<file path="config.mk">
export PLATFORM = sky130hd
export DESIGN_NAME = adder_subtractor
export DESIGN_NICKNAME = d
export VERILOG_FILES = /design/src/rtl/adder_subtractor.sv
export SDC_FILE = /design/constraint.sdc
export NUM_CORES = 1
export LEC_CHECK = 0
export CORE_MARGIN = 10
export CORE_UTILIZATION = 40
export DETAILED_ROUTE_END_ITERATION = 10
export GPL_TIMING_DRIVEN = 0
export MAX_ROUTING_LAYER = met4
export PLACE_DENSITY = 0.77
export SKIP_CTS_REPAIR_TIMING = 1
export SYNTH_ARGS = -nofsm -noshare
export SYNTH_HDL_FRONTEND = slang
export SYNTH_SLANG_ARGS = --single-unit
</file>
<file path="constraint.sdc">
create_clock -name clk -period 3.86 [get_ports clk]
set_input_delay 0.579 -clock clk [delete_from_list [all_inputs] [get_ports clk]]
set_output_delay 0.579 -clock clk [all_outputs]
set_load 0.02 [all_outputs]
</file>
<file path="src/rtl/adder_subtractor.sv">
// -----------------------------------------------------------------------------
// adder_subtractor
//
// Purpose:
//   Registered WIDTH-bit adder/subtractor built as a ripple chain of full
//   adders. When S=1, every B bit is inverted and the chain's carry-in is 1,
//   so the chain computes A + ~B + 1 = A - B. Results and flags are captured
//   on a rising clk edge when EN=1. They hold their value when EN=0.
//
// Ports:
//   clk     in   1      clock; all state changes on its rising edge
//   rst_n   in   1      synchronous active-low reset; overrides EN
//   A       in   WIDTH  operand A (unsigned or two's complement)
//   B       in   WIDTH  operand B (unsigned or two's complement)
//   S       in   1      0 = A+B, 1 = A-B
//   EN      in   1      1 = capture a new result on this edge
//   ANSWER  out  WIDTH  registered result, modulo 2^WIDTH
//   COUT    out  1      registered carry out of the MSB
//                       (for subtract: 1 = no borrow)
//   OVF     out  1      registered two's-complement overflow flag
//   ZERO    out  1      registered flag, set when the result is all zeros
// -----------------------------------------------------------------------------
module adder_subtractor #(
  parameter int WIDTH = 6
) (
  input  logic             clk,
  input  logic             rst_n,
  input  logic [WIDTH-1:0] A,
  input  logic [WIDTH-1:0] B,
  input  logic             S,
  input  logic             EN,
  output logic [WIDTH-1:0] ANSWER,
  output logic             COUT,
  output logic             OVF,
  output logic             ZERO
);

  // Ripple chain: carry[i] is the carry into stage i.
  // carry[WIDTH] is the carry out of the MSB.
  logic [WIDTH:0]   carry;
  logic [WIDTH-1:0] b_eff;
  logic [WIDTH-1:0] sum;

  assign carry[0] = S;

  genvar gi;
  generate
    for (gi = 0; gi < WIDTH; gi++) begin : g_fa
      assign b_eff[gi]    = B[gi] ^ S;
      assign sum[gi]      = A[gi] ^ b_eff[gi] ^ carry[gi];
      assign carry[gi+1]  = (A[gi] & b_eff[gi]) | (carry[gi] & (A[gi] ^ b_eff[gi]));
    end
  endgenerate

  // Signed overflow happens when the carry into the sign bit differs from
  // the carry out of it.
  logic raw_ovf;
  logic raw_zero;
  assign raw_ovf  = carry[WIDTH-1] ^ carry[WIDTH];
  assign raw_zero = ~(|sum);

  // Output registers
  logic [WIDTH-1:0] answer_q, answer_d;
  logic             cout_q,   cout_d;
  logic             ovf_q,    ovf_d;
  logic             zero_q,   zero_d;

  always_comb begin
    answer_d = answer_q;
    cout_d   = cout_q;
    ovf_d    = ovf_q;
    zero_d   = zero_q;
    if (EN) begin
      answer_d = sum;
      cout_d   = carry[WIDTH];
      ovf_d    = raw_ovf;
      zero_d   = raw_zero;
    end
  end

  always_ff @(posedge clk) begin
    if (!rst_n) begin
      answer_q <= '0;
      cout_q   <= 1'b0;
      ovf_q    <= 1'b0;
      zero_q   <= 1'b0;
    end else begin
      answer_q <= answer_d;
      cout_q   <= cout_d;
      ovf_q    <= ovf_d;
      zero_q   <= zero_d;
    end
  end

  assign ANSWER = answer_q;
  assign COUT   = cout_q;
  assign OVF    = ovf_q;
  assign ZERO   = zero_q;

endmodule

</file>
==> results of run 1 <==
synthesized netlist by cell type:
cell	n	share of area, %
buf_4	2	2.6
nor2b_1	4	4.3
buf_6	1	2.0
xor2_1	2	3.0
fa_1	5	17
o211a_1	4	7.0
a32o_1	1	1.7
nand2_1	4	2.6
buf_2	1	0.87
xnor2_1	5	7.6
nand4_4	1	3.7
inv_1	6	3.9
nor4b_2	1	2.6
inv_2	1	0.65
mux2i_1	5	8.7
dfxtp_1	9	31
routing by layer:
layer	part of all wire (%)	global-route usage [%]	wire length, um
met1	40	7.40	488
met5	0	-	0
met3	10	5.88	123
met4	0	2.01	0
met2	49	11.0	598
report_power, final:
part	internal (W)	leakage [nW]	switching [W]
Clock	0.0000397	0.0150	0.0000304
Combinational	0.0000613	0.283	0.0000544
Sequential	0.000103	0.0744	0.00000492
worst min-delay path by stage:
stage                     startpoint         to  cells past startpoint
after global routing       ANSWER[4]  ANSWER[4]                      1
after CTS                  ANSWER[4]  ANSWER[4]                      1
final                      ANSWER[1]  ANSWER[1]                      1
after detailed placement   ANSWER[4]  ANSWER[4]                      1
after global placement     ANSWER[0]  ANSWER[0]                      1
after floorplan            ANSWER[2]  ANSWER[2]                      2
through the flow:
step	cells	cell area (sq um)	hold WS, ps
2_1_floorplan	52	576	589
3_3_place_gp	88	805	460
3_5_place_dp	88	805	466
4_1_cts	92	831	480
5_1_grt	92	831	489
6_report	92	831	478
critical path, stage by stage:
cell and delay [ps]:
clkdlybuf4s50_1 510, mux2i_1 100, fa_1 360, inv_1 70, fa_1 150, inv_1 50
fa_1 370, fa_1 410, inv_1 90, fa_1 450, nor4b_2 290, a32o_1 150
layout by cell type (no fill, tap or decap):
cell type and instances:
clkbuf_4 3, nand2_1 4, xnor2_1 5, a32o_1 1, nor2b_1 4, nand4_4 1, xor2_1 2, fa_1 5
dfxtp_1 9, mux2i_1 5, clkbuf_1 1, inv_2 1, o211a_1 4, buf_4 2, inv_1 6, buf_6 1
nor4b_2 1, buf_2 1, clkdlybuf4s50_1 21
logic make-up after synthesis:
logic type                 after synthesis
buffers and inverters                   11
DFF                                      9
muxes                                    5
adders and majority gates                5
AOI/OAI and AO/OA                        5
and+or+nand+nor                         10
xor gates and xnor gates                 7
area by class of cell:
cell class / instances / area (sq um)
plain buffers: 4 / 31.3
clock buffers: 4 / 26.3
fillers: 121 / 503
inverters: 7 / 26.3
multi-input cells: 32 / 338
flip-flops and latches: 9 / 180
well taps: 15 / 18.8
repair buffers: 21 / 210
sequential cells by signal (all words and copies together), names as in the netlist:
signal,count
ANSWER,6
ZERO,1
COUT,1
OVF,1
==> results.cfg, run 1 <==
[hold_path]
hp-class = reg2reg

[clock_network]
ctsHtreeMaxLevel = 1
cts-root-buf = clkbuf_4
clock_latency_ps = 250
numCtsBuffers = 3
clockBufferDepth = 2
cts_tree = done
cts_sinks = 9
clk_pin_slew_worst_paths_ps = 60

[timing]
tns_ps = 0
final.setup_skew_ps = 0
worst_pin_slew_ps = 227
worst_slack_ps = 492
period_minus_slack_ps = 3370
setup_viol = 0
max_freq_mhz = 297
hold_violations = 0
timing.final.crit_share_pct = 87.2
max_slew_margin_pct = 84.8
slew_violations = 0
rsz0062_at_grt = false

[synthesis]
ys_warn_count = 0
synthCells = 52
syn_nets = 73
synth-simple-area-share_pct = 13.3
synth_top_family_by_area = adder cells
syn_area_sq_um = 576
synthMuxAreaShare_pct = 8.70
synth_xor_area_share_pct = 10.7
synth_compound_area_share_pct = 8.70
yosysSeqAreaShare_pct = 31.3
synth-adder-area-share_pct = 17.4
synth.distinct_cells = 16
syn_avg_cell_area_sq_um = 11.1
synth_seq_cells = 9

[drt]
wire_per_inst_um = 13.2
totalWireLength_um = 1210
drt_iter0_drc = 1
firstDrtPassIters = 4
drc = 0
vias_per_cell = 4.86
vias = 447
ant_nets = 0

[worst_setup_path]
crit_start = B[0]
rrSetupSlack_ps = 3240
required_ps = 4060
arrival_ps = 3570
worst-path-max-fanout = 2
rr_startpoint = ZERO
rr_worst_depth = 1
reg2reg_to = ZERO
crit_type = in2reg
crit_path_end_kind = flop
cp-endpoint = ZERO
startpoint_type = input port

[cells_and_area]
diodes = 0
final_util_pct = 62.3
syn_to_final_growth_pct = 44.3
drive_above_1_share_pct = 13.0
final_nets = 99

[pwr]
p_leak_nw = 0.372
ir_worst_vdd_v = 0.000338
finalPower_w = 0.000294
power_density_nw_per_um2 = 354

[global_route]
grtUsageTotal_pct = 7.43
grt_start_max_net_pins = 11
grt_pass1_wl_um = 1930
grt_pass1_vias = 450
antenna_found_initial = 0
gr-total-overflow = 0

[die]
dieHeight_um = 57.9
start_util_pct = 43.2
rows = 13
io_pins = 25
core_area_sq_um = 1330
die_w_um = 57.9
die-area_sq_um = 3360

[placement]
dpl.hpwl_um = 1030
gp_congestion = 0.673
port_buffers = 21
pre_cts_ws_ps = 204

[run_status]
outcome = finished clean

[flow_run]
cap_viol_max_count = 0
(Power assumes the default switching activity.)
==> inputs of run 2 (changes only) <==
- CORE_AREA: default -> 10 10 47 49
- CORE_MARGIN: 10 -> default
- CORE_UTILIZATION: 40 -> default
- DIE_AREA: default -> 0 0 57 59
- DONT_BUFFER_PORTS: default -> 1
- PLACE_DENSITY: 0.77 -> default
==> run 2 against run 1 <==
  * Global-route usage decreased by 0.42 points
  * Worst hold slack better by 120 ps
  * Clock power increased by 3.1%
  * Clock-buffer cell count stayed put
  * First-iteration DRC count grew 100%
  * Critical path type unchanged
==> results.cfg, run 2 (synthesized netlist as in run 1, its figures left out) <==
[drt]
totalWireLength_um = 1120
vias_per_cell = 5.10
ant_nets = 0
firstDrtPassIters = 4
vias = 367
drt_iter0_drc = 2
drc = 0
wire_per_inst_um = 15.6

[clock_network]
clock_latency_ps = 260
clockBufferDepth = 2
cts_sinks = 9
ctsHtreeMaxLevel = 1
clk_pin_slew_worst_paths_ps = 60
cts-root-buf = clkbuf_4
numCtsBuffers = 3
cts_tree = done

[placement]
port_buffers = 0
dpl.hpwl_um = 952
place_area_sq_um = 596
gp_congestion = 0.700
dp_cells = 68

[cells_and_area]
diodes = 0
syn_to_final_growth_pct = 8.04
layout_common_cells = 9 x dfxtp_1, 6 x inv_1, 5 x mux2i_1, 5 x xnor2_1, 5 x fa_1
regArea_sq_um = 180
mostFrequentLayoutCell = dfxtp_1
multiInputGateArea_sq_um = 338
drive_above_1_share_pct = 17.9
final_area_sq_um = 622
final_nets = 78
largest_reg_flops = 6
fin_cells = 72
n_fill_cell = 151

[worst_setup_path]
cp-endpoint = ZERO
crit_type = in2reg
arrival_ps = 3310
rr_worst_depth = 2
required_ps = 4070
reg2reg_to = ANSWER[2]
crit_path_end_kind = flop
worst-path-max-fanout = 6
startpoint_type = input port
crit_start = S
rrSetupSlack_ps = 3110
rr_startpoint = ANSWER[2]

[pwr]
ir_worst_vdd_v = 0.000251
finalPower_w = 0.000264
internal-power_w = 0.000178
p_leak_nw = 0.293
p_sw_w = 0.0000863
clock_power_share_pct = 27.3
switching_share_pct = 32.7
p_comb_share_pct = 26.4
power_density_nw_per_um2 = 425
seq_power_share_pct = 46.2

[global_route]
grt_pass1_vias = 399
gr-total-overflow = 0
grt_pass1_wl_um = 1770
grtUsageTotal_pct = 7.01
antenna_found_initial = 0
grt_start_max_net_pins = 11

[timing]
max_freq_mhz = 323
worst_pin_slew_ps = 250
max_slew_margin_pct = 83.3
final.setup_skew_ps = 0
setup_viol = 0
tns_ps = 0
timing.final.crit_share_pct = 80.3
period_minus_slack_ps = 3100
rsz0062_at_grt = false
hold_violations = 0
slew_violations = 0

[die]
dieHeight_um = 59
rows = 14
core_area_sq_um = 1400
io_pins = 25
die_w_um = 57
die-area_sq_um = 3360
start_util_pct = 41.1

[hold_path]
hp-class = in2reg

[run_status]
outcome = finished clean

[flow_run]
cap_viol_max_count = 0
[run 2: layout make-up]
class	count	share of cell area [%]
buffer	4	5.03
clock buffer	4	4.23
inverter	7	4.23
multi-input combinational	32	54.3
sequential	9	29.0
tap	16	3.22
[run 2: per-stage QoR]
| step | utilization (%) | setup WS [ps] | hold WS [ps] |
|---|---|---|---|
| after detailed placement | 42.5 | 483 | 628 |
| after global placement | 42.5 | 507 | 613 |
| after floorplan | - | 624 | 589 |
| after CTS | 44.4 | 744 | 596 |
| after global routing | 44.4 | 573 | 599 |
| final | 44.4 | 759 | 595 |
[run 2: power groups by stage]
stage / Sequential (W) / Combinational [W] / Clock, W
final: 0.000122 / 0.0000699 / 0.0000722
after global placement: 0.000125 / 0.0000704 / 0
after floorplan: 0.000122 / 0.0000609 / 0
after detailed placement: 0.000125 / 0.0000718 / 0
after CTS: 0.000123 / 0.0000721 / 0.0000747
after global routing: 0.000123 / 0.0000805 / 0.0000792
[run 2: layer usage]
metal  vias to the layer above  routed length [um]  track usage [%]
met5                         -                   0                -
met4                         0                   0             2.01
met3                         0                 134             5.36
met2                        15                 602             10.1
met1                       177                 387             7.35
li1                        175                   -                -
[run 2: how the worst min path moves through the flow]
stage	startpoint	end	slack, ps	cells past startpoint
after CTS	rst_n	ANSWER[3]	600	2
after global placement	COUT	COUT	610	2
after floorplan	ANSWER[2]	ANSWER[2]	590	2
final	rst_n	COUT	600	2
after detailed placement	ANSWER[5]	ANSWER[5]	630	2
after global routing	rst_n	ANSWER[1]	600	2
[run 2: critical path: stages]
cell,delay [ps]
buf_2,150
xnor2_1,150
fa_1,380
inv_1,70
fa_1,150
inv_1,40
fa_1,370
fa_1,410
inv_1,90
fa_1,440
nor4b_2,300
a32o_1,150
